[src/rtl/bist_lfsr_misr.sv]
// Built-in self-test controller for a combinational CUT.
// A Fibonacci LFSR drives patterns, and a MISR compacts the responses.
// After NPAT patterns the final signature is compared against GOLDEN.
// The signature can then be shifted out serially on SO under SE control.
module bist_lfsr_misr #(
   parameter int               WIDTH  = 8,
   parameter logic [WIDTH-1:0] TAPS   = 8'hB8,
   parameter logic [WIDTH-1:0] SEED   = 8'h01,
   parameter int               NPAT   = 255,
   parameter logic [WIDTH-1:0] GOLDEN = '0
) (
   input  logic             CLK,
   input  logic             RSTn,
   input  logic             START,
   input  logic             SE,
   input  logic [WIDTH-1:0] RESP,
   output logic [WIDTH-1:0] PAT,
   output logic             BUSY,
   output logic             DONE,
   output logic             PASS,
   output logic [WIDTH-1:0] SIG,
   output logic             SO
);

   localparam int CW = $clog2(NPAT + 1);

   // An all-zero seed would lock the LFSR, so it is replaced by 1.
   localparam logic [WIDTH-1:0] SEED_EFF =
      (SEED == '0) ? {{(WIDTH-1){1'b0}}, 1'b1} : SEED;
   localparam logic [CW-1:0] LAST = CW'(NPAT - 1);

   typedef enum logic [1:0] {
      S_IDLE,
      S_RUN,
      S_DONE
   } state_e;

   state_e           state_q, state_d;
   logic [WIDTH-1:0] lfsr_q, lfsr_d;
   logic [WIDTH-1:0] misr_q, misr_d;
   logic [CW-1:0]    cnt_q, cnt_d;
   logic             pass_q, pass_d;

   logic [WIDTH-1:0] misr_next;
   logic             load;

   // Shared LFSR/MISR step: left shift with the tap parity entering bit 0.
   function automatic logic [WIDTH-1:0] step(input logic [WIDTH-1:0] x);
      return {x[WIDTH-2:0], ^(x & TAPS)};
   endfunction

   assign misr_next = step(misr_q) ^ RESP;

   // A run request is honoured only from IDLE or DONE.
   // In DONE it has priority over scan shifting.
   assign load = START && (state_q == S_IDLE || state_q == S_DONE);

   // Next-state logic for the FSM and all datapath registers.
   always_comb begin
      // NOTE: every signal gets a hold default first, so no path through the case can infer a latch.
      state_d = state_q;
      lfsr_d  = lfsr_q;
      misr_d  = misr_q;
      cnt_d   = cnt_q;
      pass_d  = pass_q;

      if (load) begin
         state_d = S_RUN;
         lfsr_d  = SEED_EFF;
         misr_d  = '0;
         cnt_d   = '0;
         pass_d  = 1'b0;
      end else begin
         case (state_q)
            S_RUN: begin
               lfsr_d = step(lfsr_q);
               misr_d = misr_next;
               cnt_d  = cnt_q + CW'(1);
               if (cnt_q == LAST) begin
                  state_d = S_DONE;
                  pass_d  = (misr_next == GOLDEN);
               end
            end
            S_DONE: begin
               if (SE) misr_d = {misr_q[WIDTH-2:0], 1'b0};
            end
            S_IDLE:  ;
            default: state_d = S_IDLE;
         endcase
      end
   end

   // State and datapath registers, cleared asynchronously.
   always_ff @(posedge CLK or negedge RSTn) begin
      if (!RSTn) begin
         state_q <= S_IDLE;
         lfsr_q  <= '0;
         misr_q  <= '0;
         cnt_q   <= '0;
         pass_q  <= 1'b0;
      end else begin
         // NOTE: non-blocking assignments make every register sample pre-edge values, whatever the statement order.
         state_q <= state_d;
         lfsr_q  <= lfsr_d;
         misr_q  <= misr_d;
         cnt_q   <= cnt_d;
         pass_q  <= pass_d;
      end
   end

   assign PAT  = lfsr_q;
   assign SIG  = misr_q;
   assign BUSY = (state_q == S_RUN);
   assign DONE = (state_q == S_DONE);
   assign PASS = pass_q;
   assign SO   = (state_q == S_DONE) ? misr_q[WIDTH-1] : 1'b0;

endmodule

[config.mk]
export PLATFORM = sky130hd
export DESIGN_NAME = bist_lfsr_misr
export DESIGN_NICKNAME = d
export VERILOG_FILES = /design/src/rtl/bist_lfsr_misr.sv
export SDC_FILE = /design/constraint.sdc
export NUM_CORES = 1
export LEC_CHECK = 0
export CAP_MARGIN = 20
export CORE_MARGIN = 3
export CORE_UTILIZATION = 33
export CTS_BUF_LIST = sky130_fd_sc_hd__clkbuf_8
export CTS_CLUSTER_DIAMETER = 50
export DETAILED_ROUTE_END_ITERATION = 16
export PLACE_DENSITY = 0.6
export SLEW_MARGIN = 20
export SYNTH_ARGS = -nofsm -noshare
export SYNTH_HDL_FRONTEND = slang
export SYNTH_SLANG_ARGS = --single-unit
[constraint.sdc]
create_clock -name CLK -period 4.74 [get_ports CLK]
set_input_delay 0.948 -clock CLK [delete_from_list [all_inputs] [get_ports CLK]]
set_output_delay 0.948 -clock CLK [all_outputs]
set_load 0.05 [all_outputs]
== After elaboration in Yosys (flattened, before gate mapping) ==
Index checks and enable logic that the tools add are counted.

* Add/subtract/negate cells: 1
* Eq/ne operators: 6
* Multiplexer cells: 14
* Bitwise logic cells: 1
* Reductions and logical operators: 13

{| class="wikitable"
|+ Operators with widths
! kind !! number
|-
| 8-bit two-way mux || 6
|-
| 8-bit one-hot mux with 2 select lines || 1
|-
| 8-bit parity || 2
|-
| 8-bit by 1-bit adder with 8-bit output (second input constant) || 1
|-
| 8-bit equality test (second input constant) || 1
|-
| 8-bit zero test || 1
|-
| 8-bit bitwise XOR || 1
|-
| 2-bit AND reduction || 3
|-
| 1-bit two-way mux || 4
|-
| 2-bit two-way mux || 2
|-
| 2-bit one-hot mux with 2 select lines || 1
|-
| 2-bit nonzero test || 2
|-
| 3-bit by 1-bit inequality test with 1-bit output (second input constant) || 1
|-
| 3-bit by 2-bit inequality test with 1-bit output (second input constant) || 1
|-
| 3-bit nonzero test || 1
|-
| 2-bit by 1-bit equality test with 1-bit output (second input constant) || 1
|-
| 2-bit equality test (second input constant) || 1
|-
| 2-bit zero test || 1
|-
| 2-bit by 1-bit inequality test with 1-bit output (second input constant) || 1
|-
| 2-bit OR reduction || 1
|-
| 1-bit logical AND || 1
|-
| 1-bit logical OR || 1
|}

* Flip-flop bits (word level): 27
* Input bits: 12
* Output and inout bits: 20

== Longest topological paths before layout ==
* Depth in word-level cells: 6
* Gate-level depth with buffers: 7

== Worst setup path before layout ==
Ideal clock, no wire load.

* Path type: register to output
* Start point: register state_q[0]
* End point: output SO
* Arrival time: 1.695 ns
* Data required time: 3.792 ns
* Path slack: 2.097 ns
* Stages on the path, launching flop included: 5
* Cell sequence: dfrtp_1 -> inv_1 -> ha_1 -> clkbuf_2 -> and2_1

* Longest elaborated chain between the ends: 2

{| class="wikitable"
|+ RTL lines
! what !! line !! RTL
|-
| from (decl) || 38 || <nowiki>state_e state_q, state_d;</nowiki>
|-
| from (signal assigned) || 103 || <nowiki>state_q <= state_d;</nowiki>
|-
| 2-bit equality test || n/a ||
|-
| net DONE || 19 || <nowiki>output logic DONE,</nowiki>
|-
| 1-bit two-way mux || 116 || <nowiki>assign SO = (state_q == S_DONE) ? misr_q[WIDTH-1] : 1'b0;</nowiki>
|-
| to (decl) || 22 || <nowiki>output logic SO</nowiki>
|}

The timed path passes the listed nets, and every way through them passes these cells.

== Worst setup path after layout ==
* Start point: register state_q[1]
* End point: output BUSY

* Longest elaborated chain between the ends: 1

{| class="wikitable"
|+ RTL lines
! what !! line !! RTL
|-
| 2-bit by 1-bit equality test with 1-bit output || 113 || <nowiki>assign BUSY = (state_q == S_RUN);</nowiki>
|-
| to (decl) || 18 || <nowiki>output logic BUSY,</nowiki>
|}

No other way between the ends.

==> impl_metrics.json <==
{
  "power_mw": 1.267,
  "io_pins": 32,
  "ys_warn_count": 0,
  "seq_area_frac_synth": 0.4580,
  "rsz0062_at_grt": "no",
  "critical-path-top-delay-family": "buffers and inverters",
  "clockBufferDepth": 2,
  "antenna_found_initial": 0,
  "final_common_cell": "clkdlybuf4s50_1",
  "grt_pass1_wl_mm": 5.589,
  "nFillCells": 393,
  "routedWlPerCell_um": 14.55,
  "hpwl_mm": 2.387,
  "avgSynthCellArea_um2": 10.04,
  "synthDistinctLibCells": 31,
  "cts-hold-fix-buffers": 0,
  "crit_path_start_kind": "flip-flop",
  "gp_congestion": 0.7493,
  "clk_pin_slew_ps": 90,
  "leakage_nw": 0.8288,
  "crit_chain": "inv_1 -> ha_1 -> clkdlybuf4s50_1",
  "slew_viol_final": 0,
  "dieWidth_um": 72.86,
  "drv_cap": 0,
  "final_cell_mix": "clkdlybuf4s50_1 (31), dfrtp_1 (27), nor2_1 (27)",
  "critPathMaxFanout": 16,
  "syn_inst": 147,
  "worstPathRequired_ps": 3790,
  "ant_nets": 0,
  "clock-skew-final_ps": 0.8488,
  "grt_pass1_vias": 1154,
  "viasPerCell": 4.947,
  "timing.final.hold_violations": 0,
  "cp.depth": 3,
  "drt_iter0_drc": 41,
  "portBuffers": 31,
  "min_path_cells": 2,
  "htreeDepth": 1,
  "remaining_drc_errors": 0,
  "cpPeakStageDelay_ps": 930,
  "syn-cell-area_mm2": 0.001475,
  "p_per_area_mw_per_mm2": 674.4,
  "arrival_ps": 2340,
  "worstMarginPinSlew_ps": 915.2,
  "die_h_um": 72.86,
  "fin_nets": 196,
  "cts_tree": "built",
  "crit_type": "reg2out",
  "cp-end-kind": "primary output",
  "num_rows": 23,
  "rr_worst_depth": 5,
  "syn_nets": 164,
  "grt_max_degree": 28,
  "overflow": 0,
  "synth_seq_cells": 27,
  "core_mm2": 0.004144,
  "hold_path.class": "reg2reg",
  "drive_above_1_share": 0.03933,
  "cts_buffers": 3,
  "clkSinkCount": 27,
  "dieArea_mm2": 0.005309,
  "cts_root_buffer": "clkbuf_8",
  "track_usage": 0.1346,
  "final.min_clock_period_ps": 3288,
  "fmax_mhz": 304.2,
  "critical_path_buf_inv_count": 2,
  "tns_ps": 0,
  "vias": 1128,
  "routed_wl_mm": 3.318,
  "post_cts_resized": 0,
  "first_pass_iters": 4,
  "n_antenna_cell": 0,
  "ir_drop_uv": 377.4,
  "period_share": 0.6936,
  "postCtsSetupBuffers": 0,
  "relSlewSlack": 0.3899,
  "crit_slowest_cell": "clkdlybuf4s50_1",
  "clock_latency_ps": 270,
  "status": "completed",
  "area_growth_pct": 27.40,
  "setup_viol_count_final": 0,
  "initial_utilization": 0.3560
}
[final timing paths]
check,to,slack (ps),startpoint
min in group asynchronous,PAT[6]$_DFFE_PN0P_,1040,RSTn
max in group asynchronous,SIG[0]$_DFFE_PN0P_,3440,RSTn
hold reg to reg,cnt_q[5]$_DFFE_PN0P_,550,cnt_q[5]$_DFFE_PN0P_
setup reg to reg,SIG[0]$_DFFE_PN0P_,2440,state_q[0]$_DFFE_PN0P_
setup / recovery,BUSY,1450,state_q[1]$_DFFE_PN0P_
hold / removal,cnt_q[5]$_DFFE_PN0P_,550,cnt_q[5]$_DFFE_PN0P_
[power by group]
part / leakage (nW) / internal [mW] / total, mW / switching (mW)
clock network: 0.0269 / 0.0582 / 0.133 / 0.0747
logic: 0.449 / 0.285 / 0.732 / 0.446
registers: 0.353 / 0.306 / 0.403 / 0.0970
[Yosys cell counts, drive strengths merged]
master / n / area, um2
dfrtp: 27 / 675.7
nor2: 27 / 101.4
xnor2: 16 / 140.1
xor2: 12 / 105.1
a211oi: 7 / 52.55
mux2i: 7 / 70.07
nor2b: 7 / 43.79
ha: 5 / 62.56
inv: 5 / 18.77
a21oi: 4 / 20.02
nand3: 4 / 20.02
and3: 3 / 18.77
clkbuf: 3 / 12.51
buf: 2 / 12.51
nand2: 2 / 7.510
nand4: 2 / 12.51
o21ai: 2 / 10.01
a21boi: 1 / 7.510
a21o: 1 / 7.510
a22o: 1 / 10.01
a31oi: 1 / 6.260
and2: 1 / 6.260
and4: 1 / 8.760
nor3: 1 / 5.000
nor3b: 1 / 7.510
nor4: 1 / 6.260
o21a: 1 / 7.510
o31ai: 1 / 12.51
or2: 1 / 6.260
[sequential cells by signal, summed over array words and instances (netlist names)]
signal and count:
PASS 1, PAT 8, SIG 8, cnt_q 8, state_q 2
[cells by family after synthesis]
kind of cell,count (synthesis),share of synthesized area
and+or+nand+nor,51,0.1654
xor gates and xnor gates,28,0.1662
DFF,27,0.4580
AOI/OAI and AO/OA,19,0.09076
buffers and inverters,10,0.02968
muxes,7,0.04750
adders and majority gates,5,0.04241
[worst register-to-register path, delay by kind of cell (launching register included)]
family                     cells  cell delay (ps)
adders and majority gates      1              490
DFF                            1              410
AOI/OAI and AO/OA              2             1100
and+or+nand+nor                1              110
buffers and inverters          1               90
[metal layers]
metal | up-vias | global-route usage | share of wire
li1 | 553 | - | -
met1 | 545 | 0.1903 | 0.48
met2 | 28 | 0.2134 | 0.47
met3 | 2 | 0.02204 | 0.042
met4 | 0 | 0.03689 | 0.0036
met5 | - | 0 | 0
[layout make-up]
cell class,instances,area (um2),area share
Clock buffer,3,41.29,0.02197
Clock inverter,1,3.754,0.001997
Multi-Input combinational cell,110,759.5,0.4041
Timing Repair Buffer,32,317.8,0.1691
Inverter,5,18.77,0.009987
Sequential cell,27,675.6,0.3595
Tap cell,50,62.56,0.03329
[per-stage QoR]
| stage | setup WS [ps] | hold WS, ps | instance area (um2) | util | cells |
|---|---|---|---|---|---|
| final | 1452 | 552.3 | 1879 | 0.4535 | 228 |
| after global routing | 1307 | 611.0 | 1879 | 0.4535 | 228 |
| after CTS | 1444 | 552.3 | 1876 | 0.4526 | 228 |
| after detailed placement | 1757 | 528.3 | 1831 | 0.4417 | 224 |
| after global placement | 1835 | 528.3 | 1831 | 0.4417 | 224 |
| after floorplan | 2097 | 497.3 | 1475 | - | 147 |
Power figures use the tool's default switching activity.
